$ cat src/rtl/down_counter_pkg.sv
// down_counter_pkg: shared state encoding and default width for the loadable down-counter
package down_counter_pkg;

    localparam int DEF_WIDTH = 4;

    typedef enum logic [0:0] {
        ST_IDLE = 1'b0,
        ST_RUN  = 1'b1
    } state_t;

endpackage

$ cat src/rtl/down_cnt_bit.sv
// down_cnt_bit: single-bit loadable toggle cell forming one link of the borrow chain
module down_cnt_bit (
    input  logic clk,
    input  logic res,
    input  logic ld,
    input  logic d,
    input  logic bi,
    output logic q,
    output logic bo
);

    // The borrow continues only through a bit that is already 0
    assign bo = bi & ~q;

    // Load takes priority over toggling on an incoming borrow
    always_ff @(posedge clk) begin
        if (!res)
            q <= 1'b0;
        else if (ld)
            q <= d;
        else if (bi)
            q <= ~q;
    end

endmodule

$ cat src/rtl/down_counter_hex.sv
// down_counter_hex: loadable down-counter/timer with terminal-count pulse and optional auto-reload
module down_counter_hex
    import down_counter_pkg::*;
#(
    parameter int WIDTH = DEF_WIDTH
) (
    input  logic             clk,
    input  logic             res,
    input  logic             load,
    input  logic [WIDTH-1:0] din,
    input  logic             en,
    input  logic             auto,
    input  logic             abort,
    output logic [WIDTH-1:0] q,
    output logic             busy,
    output logic             tc,
    output logic             zero
);

    state_t           state;
    logic [WIDTH-1:0] reload;
    logic [WIDTH-1:0] cell_d;
    logic [WIDTH-1:0] bi;
    logic [WIDTH-1:0] bo;
    logic             step;
    logic             hit;
    logic             reld;
    logic             cell_ld;
    logic             bo_unused;

    // A count step happens only in RUN with en high and no load/abort; q != 0 guards against wrapping
    assign step    = (state == ST_RUN) & en & ~load & ~abort & (q != '0);
    assign hit     = step & (q == WIDTH'(1));
    assign reld    = hit & auto;
    assign cell_ld = load | reld;
    assign cell_d  = load ? din : reload;
    assign zero    = (q == '0);

    // On an auto-reload the cells are loaded, so the borrow chain must stay quiet
    assign bi        = {bo[WIDTH-2:0], step & ~reld};
    assign bo_unused = bo[WIDTH-1];

    generate
        for (genvar i = 0; i < WIDTH; i++) begin : g_cell
            down_cnt_bit u_bit (
                .clk (clk),
                .res (res),
                .ld  (cell_ld),
                .d   (cell_d[i]),
                .bi  (bi[i]),
                .q   (q[i]),
                .bo  (bo[i])
            );
        end
    endgenerate

    // Control FSM with reload register and registered busy/tc outputs
    always_ff @(posedge clk) begin
        if (!res) begin
            state  <= ST_IDLE;
            reload <= '0;
            busy   <= 1'b0;
            tc     <= 1'b0;
        end else if (load) begin
            reload <= din;
            state  <= (din != '0) ? ST_RUN : ST_IDLE;
            busy   <= (din != '0);
            tc     <= 1'b0;
        end else if (abort) begin
            state  <= ST_IDLE;
            busy   <= 1'b0;
            tc     <= 1'b0;
        end else begin
            tc <= hit;
            if (hit && !auto) begin
                state <= ST_IDLE;
                busy  <= 1'b0;
            end
        end
    end

endmodule

$ cat config.mk
export PLATFORM = sky130hd
export DESIGN_NAME = down_counter_hex
export DESIGN_NICKNAME = d
export VERILOG_FILES = /design/src/rtl/down_counter_pkg.sv /design/src/rtl/down_cnt_bit.sv /design/src/rtl/down_counter_hex.sv
export SDC_FILE = /design/constraint.sdc
export NUM_CORES = 1
export LEC_CHECK = 0
export CORE_UTILIZATION = 39
export CTS_CLUSTER_DIAMETER = 100
export DETAILED_ROUTE_END_ITERATION = 16
export PLACE_DENSITY = 0.8
export SLEW_MARGIN = 20
export SYNTH_ARGS = -nofsm -noshare
export SYNTH_HDL_FRONTEND = slang
export SYNTH_SLANG_ARGS = --single-unit
$ cat constraint.sdc
create_clock -name clk -period 1.2 [get_ports clk]
set_input_delay 0.12 -clock clk [delete_from_list [all_inputs] [get_ports clk]]
set_output_delay 0.12 -clock clk [all_outputs]
set_load 0.05 [all_outputs]
==> results_dict.tcl <==
set metrics [dict create \
    status "finished with violations" \
    violations "negative setup slack" \
    max_slew_margin_pct 75.2 \
    row_count 13 \
    worst_slack_ps -201 \
    power_leakage_nw 0.403 \
    nets 101 \
    grt_antenna_before_repair 0 \
    cts_root_buf "clkbuf_4" \
    antenna_cells 0 \
    avgSynthCellArea_um2 8.76 \
    min_period_over_period_pct 117 \
    synth_area_um2 561 \
    grt_pass1_wl_um 2530 \
    worstSetupStartpointType "flip-flop" \
    via_per_inst 5.56 \
    utilization_pct 74.7 \
    ir_worst_vdd_v 0.000833 \
    numPlacedInstances 100 \
    ys_seq_area_share_pct 35.7 \
    synth.area.top_cells "dfxtp_1 (36%), mux2i_1 (8.9%), buf_4 (6.7%)" \
    cts_buffers 3 \
    p_seq_share_pct 39.5 \
    dpl_cell_area_um2 866 \
    pwr-share-clk_pct 25.9 \
    clock_latency_ps 270 \
    drv_slew 0 \
    crit_family "simple AND/OR/NAND/NOR gates" \
    most-common-layout-cells "buf_4 (11), buf_12 (7), dfxtp_1 (6), clkdlybuf4s50_1 (6), mux2i_1 (5)" \
    grt_max_degree 13 \
    gp_congestion 0.819 \
    initial_core_util_pct 42.5 \
    final_layout_size_suffix_gt1_share_pct 43.3 \
    intPower_mw 0.644 \
    die-area_um2 1590 \
    crit_path_max_fanout 3 \
    avgRoutedWirePerCell_um 15.6 \
    dr.pass1.iters 4 \
    cap_violations 0 \
    yosysWarningCount 0 \
    p_sw_mw 0.296 \
    fin_cells 105 \
    drc 0 \
    ant_nets 0 \
    comb_power_share_pct 34.6 \
    fmax_mhz 714 \
    cts.clk_slew.worst_paths_ps 70 \
    worstPathArrival_ps 1280 \
    grt_pass1_vias 569 \
    worst-path-buf-inv 2 \
    detailed_place_hpwl_um 1140 \
    fin_worst_skew_ps 11.8 \
    crit_path_max_incr_delay_ps 320 \
    hold_class "primary input to flip-flop" \
    io_pins 17 \
    hold_violations 0 \
    clockBufferDepth 2 \
    vias 584 \
    io_buffers 16 \
    yosysTopAreaCell "dfxtp_1" \
    cp.required_ps 1080 \
    setup_viol 7 \
    cts.sink_count 10 \
    rsz0062_at_grt "true" \
    end_kind "output pin" \
    gr-total-overflow 0 \
    min_period_ps 1400 \
    dieHeight_um 39.9 \
    path_cells "or2_4 -> buf_6 -> nor3_4 -> buf_12" \
    core_um2 1320 \
    p_sw_share_pct 31.5 \
    syn_inst 64 \
    tightest_slew_ps 368 \
    path_class "flip-flop to output pin" \
    dieWidth_um 39.9 \
    htree_num_levels 1 \
    cts_tree "yes" \
    areaGrowthSynthToFinish_pct 75.7 \
    mostFrequentLayoutCell "buf_4" \
    power.density_nw_per_um2 954 \
    synth_nets 74 \
    totalWireLength_um 1640 \
    drt_iter0_drc 13 \
    final_cell_area_um2 985 \
    grt_use_total_pct 24.6 \
    synth_top_area_share_pct 35.7 \
    ys_types 27 \
    ys_seq_elements 10 \
    cp_slowest_cell "dfxtp_2" \
]
metal layers:
| metal | share of wire [%] | GRT usage, % | vias up |
|---|---|---|---|
| li1 | - | - | 281 |
| met1 | 38 | 26.4 | 286 |
| met2 | 58 | 44.8 | 15 |
| met3 | 2.6 | 2.27 | 2 |
| met4 | 0.86 | 16.4 | 0 |
| met5 | 0 | 0 | - |
through the flow:
stage | setup TNS, ps | total power, mW | setup WS [ps] | hold slack, ps
after global routing | -1200 | 0.985 | -262 | 403
after global placement | -2230 | 0.659 | -397 | 482
after CTS | -637 | 0.936 | -200 | 411
final | -835 | 0.940 | -201 | 397
after detailed placement | -2600 | 0.666 | -503 | 484
after floorplan | -678 | 0.521 | -191 | 236
tightest hold or removal path, stage by stage:
cell and delay (ps):
dlygate4sd2_1 220, inv_1 50, a21oi_1 180, a211oi_2 60
state kept, by name, summed over array words and instances, names as in the netlist:
register and cells:
g_cell.u_bit.q 4, reload 4, busy 1, tc 1
synthesized netlist by cell type:
library cell	instances
a2111oi_0	1
a211oi_1	1
a21o_1	1
a21oi_1	5
a221oi_1	1
a2bb2oi_1	1
and2_1	1
buf_2	1
buf_4	5
clkbuf_1	2
dfxtp_1	10
inv_1	3
mux2i_1	5
nand2_1	2
nand2b_1	1
nand3_1	2
nand4bb_1	1
nor2_1	4
nor2b_1	4
nor3_1	5
nor4b_4	1
o21ai_0	1
o2bb2ai_1	1
o41ai_1	2
or2_1	1
or2b_1	1
or4_1	1
power by group through the flow:
| stage | Clock, mW | Sequential (mW) | Combinational (mW) |
|---|---|---|---|
| floorplan | 0 | 0.377 | 0.144 |
| global placement | 0 | 0.370 | 0.289 |
| detailed placement | 0 | 0.371 | 0.294 |
| CTS | 0.250 | 0.369 | 0.317 |
| global route | 0.271 | 0.374 | 0.340 |
| finish | 0.243 | 0.371 | 0.325 |
area by class of cell:
type / instances / area, µm²
well taps: 15 / 18.8
inverters: 3 / 11.3
fillers: 81 / 333
flip-flops and latches: 10 / 208
clock buffers: 4 / 26.3
multi-input cells: 43 / 378
repair buffers: 30 / 343
cells by family (layout without fill, tap and decap cells):
logic type      Yosys count  count (layout)  synth area share [%]
compound gates           14              14                  17.4
buf+inv                  11              37                  10.9
flops                    10              10                  35.7
mux                       5               5                  8.93
simple gates             24              24                  27.0
worst paths after layout:
check | start | cells after the start | slack [ps] | to
worst max register to register | g_cell[3].u_bit.q | 4 | -140 | g_cell[3].u_bit.q
worst min-delay path | abort | 4 | 400 | busy
worst max-delay path | g_cell[3].u_bit.q | 4 | -200 | zero
worst min register to register | reload[3] | 2 | 520 | g_cell[3].u_bit.q
what timing repair did:
item                                    4_1_cts  5_1_grt
hold buffers                                  0        0
setup buffers                                 1        0
resized for setup                            17        6
pin swaps                                     7        4
endpoints found under the setup margin        7        8
Power figures use the tool's default switching activity.
==> RTL edit (config.mk and constraints unchanged) <==
Register the output `tc` once more, without a reset; this adds one clock of latency there. The other outputs are not delayed to match. Comments in the files are not updated.
--- a/src/rtl/down_counter_hex.sv
+++ b/src/rtl/down_counter_hex.sv
@@ -17,4 +17,6 @@
     output logic             zero
 );
+
+    logic tc_s0;
 
     state_t           state;
@@ -61,16 +63,16 @@
             reload <= '0;
             busy   <= 1'b0;
-            tc     <= 1'b0;
+            tc_s0  <= 1'b0;
         end else if (load) begin
             reload <= din;
             state  <= (din != '0) ? ST_RUN : ST_IDLE;
             busy   <= (din != '0);
-            tc     <= 1'b0;
+            tc_s0  <= 1'b0;
         end else if (abort) begin
             state  <= ST_IDLE;
             busy   <= 1'b0;
-            tc     <= 1'b0;
+            tc_s0  <= 1'b0;
         end else begin
-            tc <= hit;
+            tc_s0 <= hit;
             if (hit && !auto) begin
                 state <= ST_IDLE;
@@ -80,4 +82,8 @@
     end
 
+    always_ff @(posedge clk) begin
+        tc <= tc_s0;
+    end
+
 endmodule
 
Formal check against the unedited RTL: not equivalent (a bounded check fails within 4 cycles, from zero or initial values).
==> RTL edit against the original RTL <==
  * The flow still finishes with violations (setup timing)
  * Sequential share of layout area increased by 1.2 points
  * Worst setup slack got worse by 0.0087 ns
  * Cell area increased by 2.5%
  * Via count decreased by 2.2%
  * Synthesized area increased by 3.6%
  * Cell count increased by 4.8%
  * Sequential cell count increased by 1
  * Wire length decreased by 9.4%
  * Total power increased by 2.8%
  * Die area increased by 3.4%
  * Critical path type unchanged
==> RTL edit: results (changes against the original RTL) <==
* Outcome: finished with violations (unchanged)
* Failing checks: setup timing (unchanged)
* Largest net degree at the start of global routing at 13 (unchanged)
* Hold WS at 0.3299 ns (was 0.3970 ns)
* Sequential share of the synthesized area at 0.3793 (was 0.3571)
* Ant. Diodes at 0 (unchanged)
* Most instantiated cells after synthesis: dfxtp_1, a21oi_1, buf_4, mux2i_1, nor3_1 (unchanged)
* First DRT Iteration DRCs at 10 (was 13)
* Detailed Route WL at 1.482 mm (was 1.636 mm)
* Final TNS setup at -0.6602 ns (was -0.8349 ns)
* VDD IR max at 0.7436 mV (was 0.8328 mV)
* Final setup fails at 7 (unchanged)
* Worst EP arrival at 1.29 ns
* Total GRT Usage at 0.2078 (was 0.2465)
* Vias at 571 (was 584)
* First-pass GRT wire length at 2.187 mm (was 2.525 mm)
* Share of cells above drive strength 1 at 0.4105 (was 0.4333)
* Setup ws final at -0.2094 ns (was -0.2007 ns)
* HPWL Detailed at 999.3 um (was 1.144 mm)
* Sw frac at 0.2975 (was 0.3148)
* Gpl congestion at 0.7543 (was 0.8193)
* Post-Syn Nets at 75 (was 74)
* Hold Path Depth at 0 (was 4)
* Layout net count at 106 (was 101)
* Worst r2r src: busy$_SDFFE_PN0P_ (was g_cell[3].u_bit.q$_SDFFE_PN0P_)
* LEAKAGE at 0.0004216 uW (was 0.0004026 uW)
* Vias in the first global route at 550 (was 569)
* Ranking of synthesized cells by area: dfxtp_1, mux2i_1, buf_4 (unchanged)
* Least-Margin Pin Slew at 0.3875 ns (was 0.3677 ns)
* Setup Skew at 0.003514 ns (was 0.01178 ns)
* Clock Latency Late Sink at 0.26 ns
* Placed cell area at 893.4 um^2 (was 865.8 um^2)
* Hold Crit Class: reg2reg (was in2reg)
RTL edit: metrics by stage:
step	cells	worst slack, ns
6_report	110	-0.2094
5_1_grt	110	-0.2593
4_1_cts	108	-0.2243
3_5_place_dp	102	-0.4277
3_3_place_gp	102	-0.3946
2_1_floorplan	65	-0.1912
RTL edit: final cells by class:
type                            instances  area, um^2
Inverter                                3       11.26
Multi-Input combinational cell         43       354.1
Clock buffer                            4       26.28
Tap cell                               15       18.77
Fill cell                              89       340.3
Sequential cell                        11       225.2
Timing Repair Buffer                   34       374.1
RTL edit: cell families after synthesis:
family                 Yosys count  share of synthesized area
AOI/OAI and AO/OA               14                     0.1681
muxes                            5                    0.08621
DFF                             11                     0.3793
and+or+nand+nor                 24                     0.2608
buffers and inverters           11                     0.1056
RTL edit: timing repair:
item / in CTS / in global routing
gates resized for setup: 7 / 9
endpoints found under the setup margin: 7 / 8
setup buffers: 2 / 2
pin swaps: 9 / 6
endpoints found under the hold margin: 0 / 0
RTL edit: worst max-delay path, cell delays in order (launching register included):
cell	delay, ns
dfxtp_1	0.31
or2_4	0.26
buf_4	0.15
nor3_4	0.14
buf_12	0.16
RTL edit: how the worst max path moves through the flow:
stage,start,endpoint,slack (ns)
after floorplan,busy$_SDFFE_PN0P_,g_cell[3].u_bit.q$_SDFFE_PN0P_,-0.19
after global placement,load,g_cell[3].u_bit.q$_SDFFE_PN0P_,-0.39
after detailed placement,abort,g_cell[3].u_bit.q$_SDFFE_PN0P_,-0.43
after CTS,g_cell[3].u_bit.q$_SDFFE_PN0P_,zero,-0.22
after global routing,g_cell[3].u_bit.q$_SDFFE_PN0P_,zero,-0.26
final,g_cell[3].u_bit.q$_SDFFE_PN0P_,zero,-0.21
RTL edit: power by group through the flow:
stage / combinational [uW] / clock [uW] / sequential [uW]
after floorplan: 144 / 0 / 411
after global placement: 293 / 0 / 403
after global routing: 342 / 277 / 402
final: 322 / 244 / 400
after CTS: 307 / 253 / 396
after detailed placement: 297 / 0 / 405
RTL edit: per-layer routing:
layer / GRT usage / wire length, um / vias to the layer above
met3: 0.03889 / 39 / 2
met2: 0.3611 / 768 / 16
met1: 0.2133 / 647 / 262
li1: - / - / 291
met4: 0.1667 / 27 / 0
met5: 0 / 0 / -
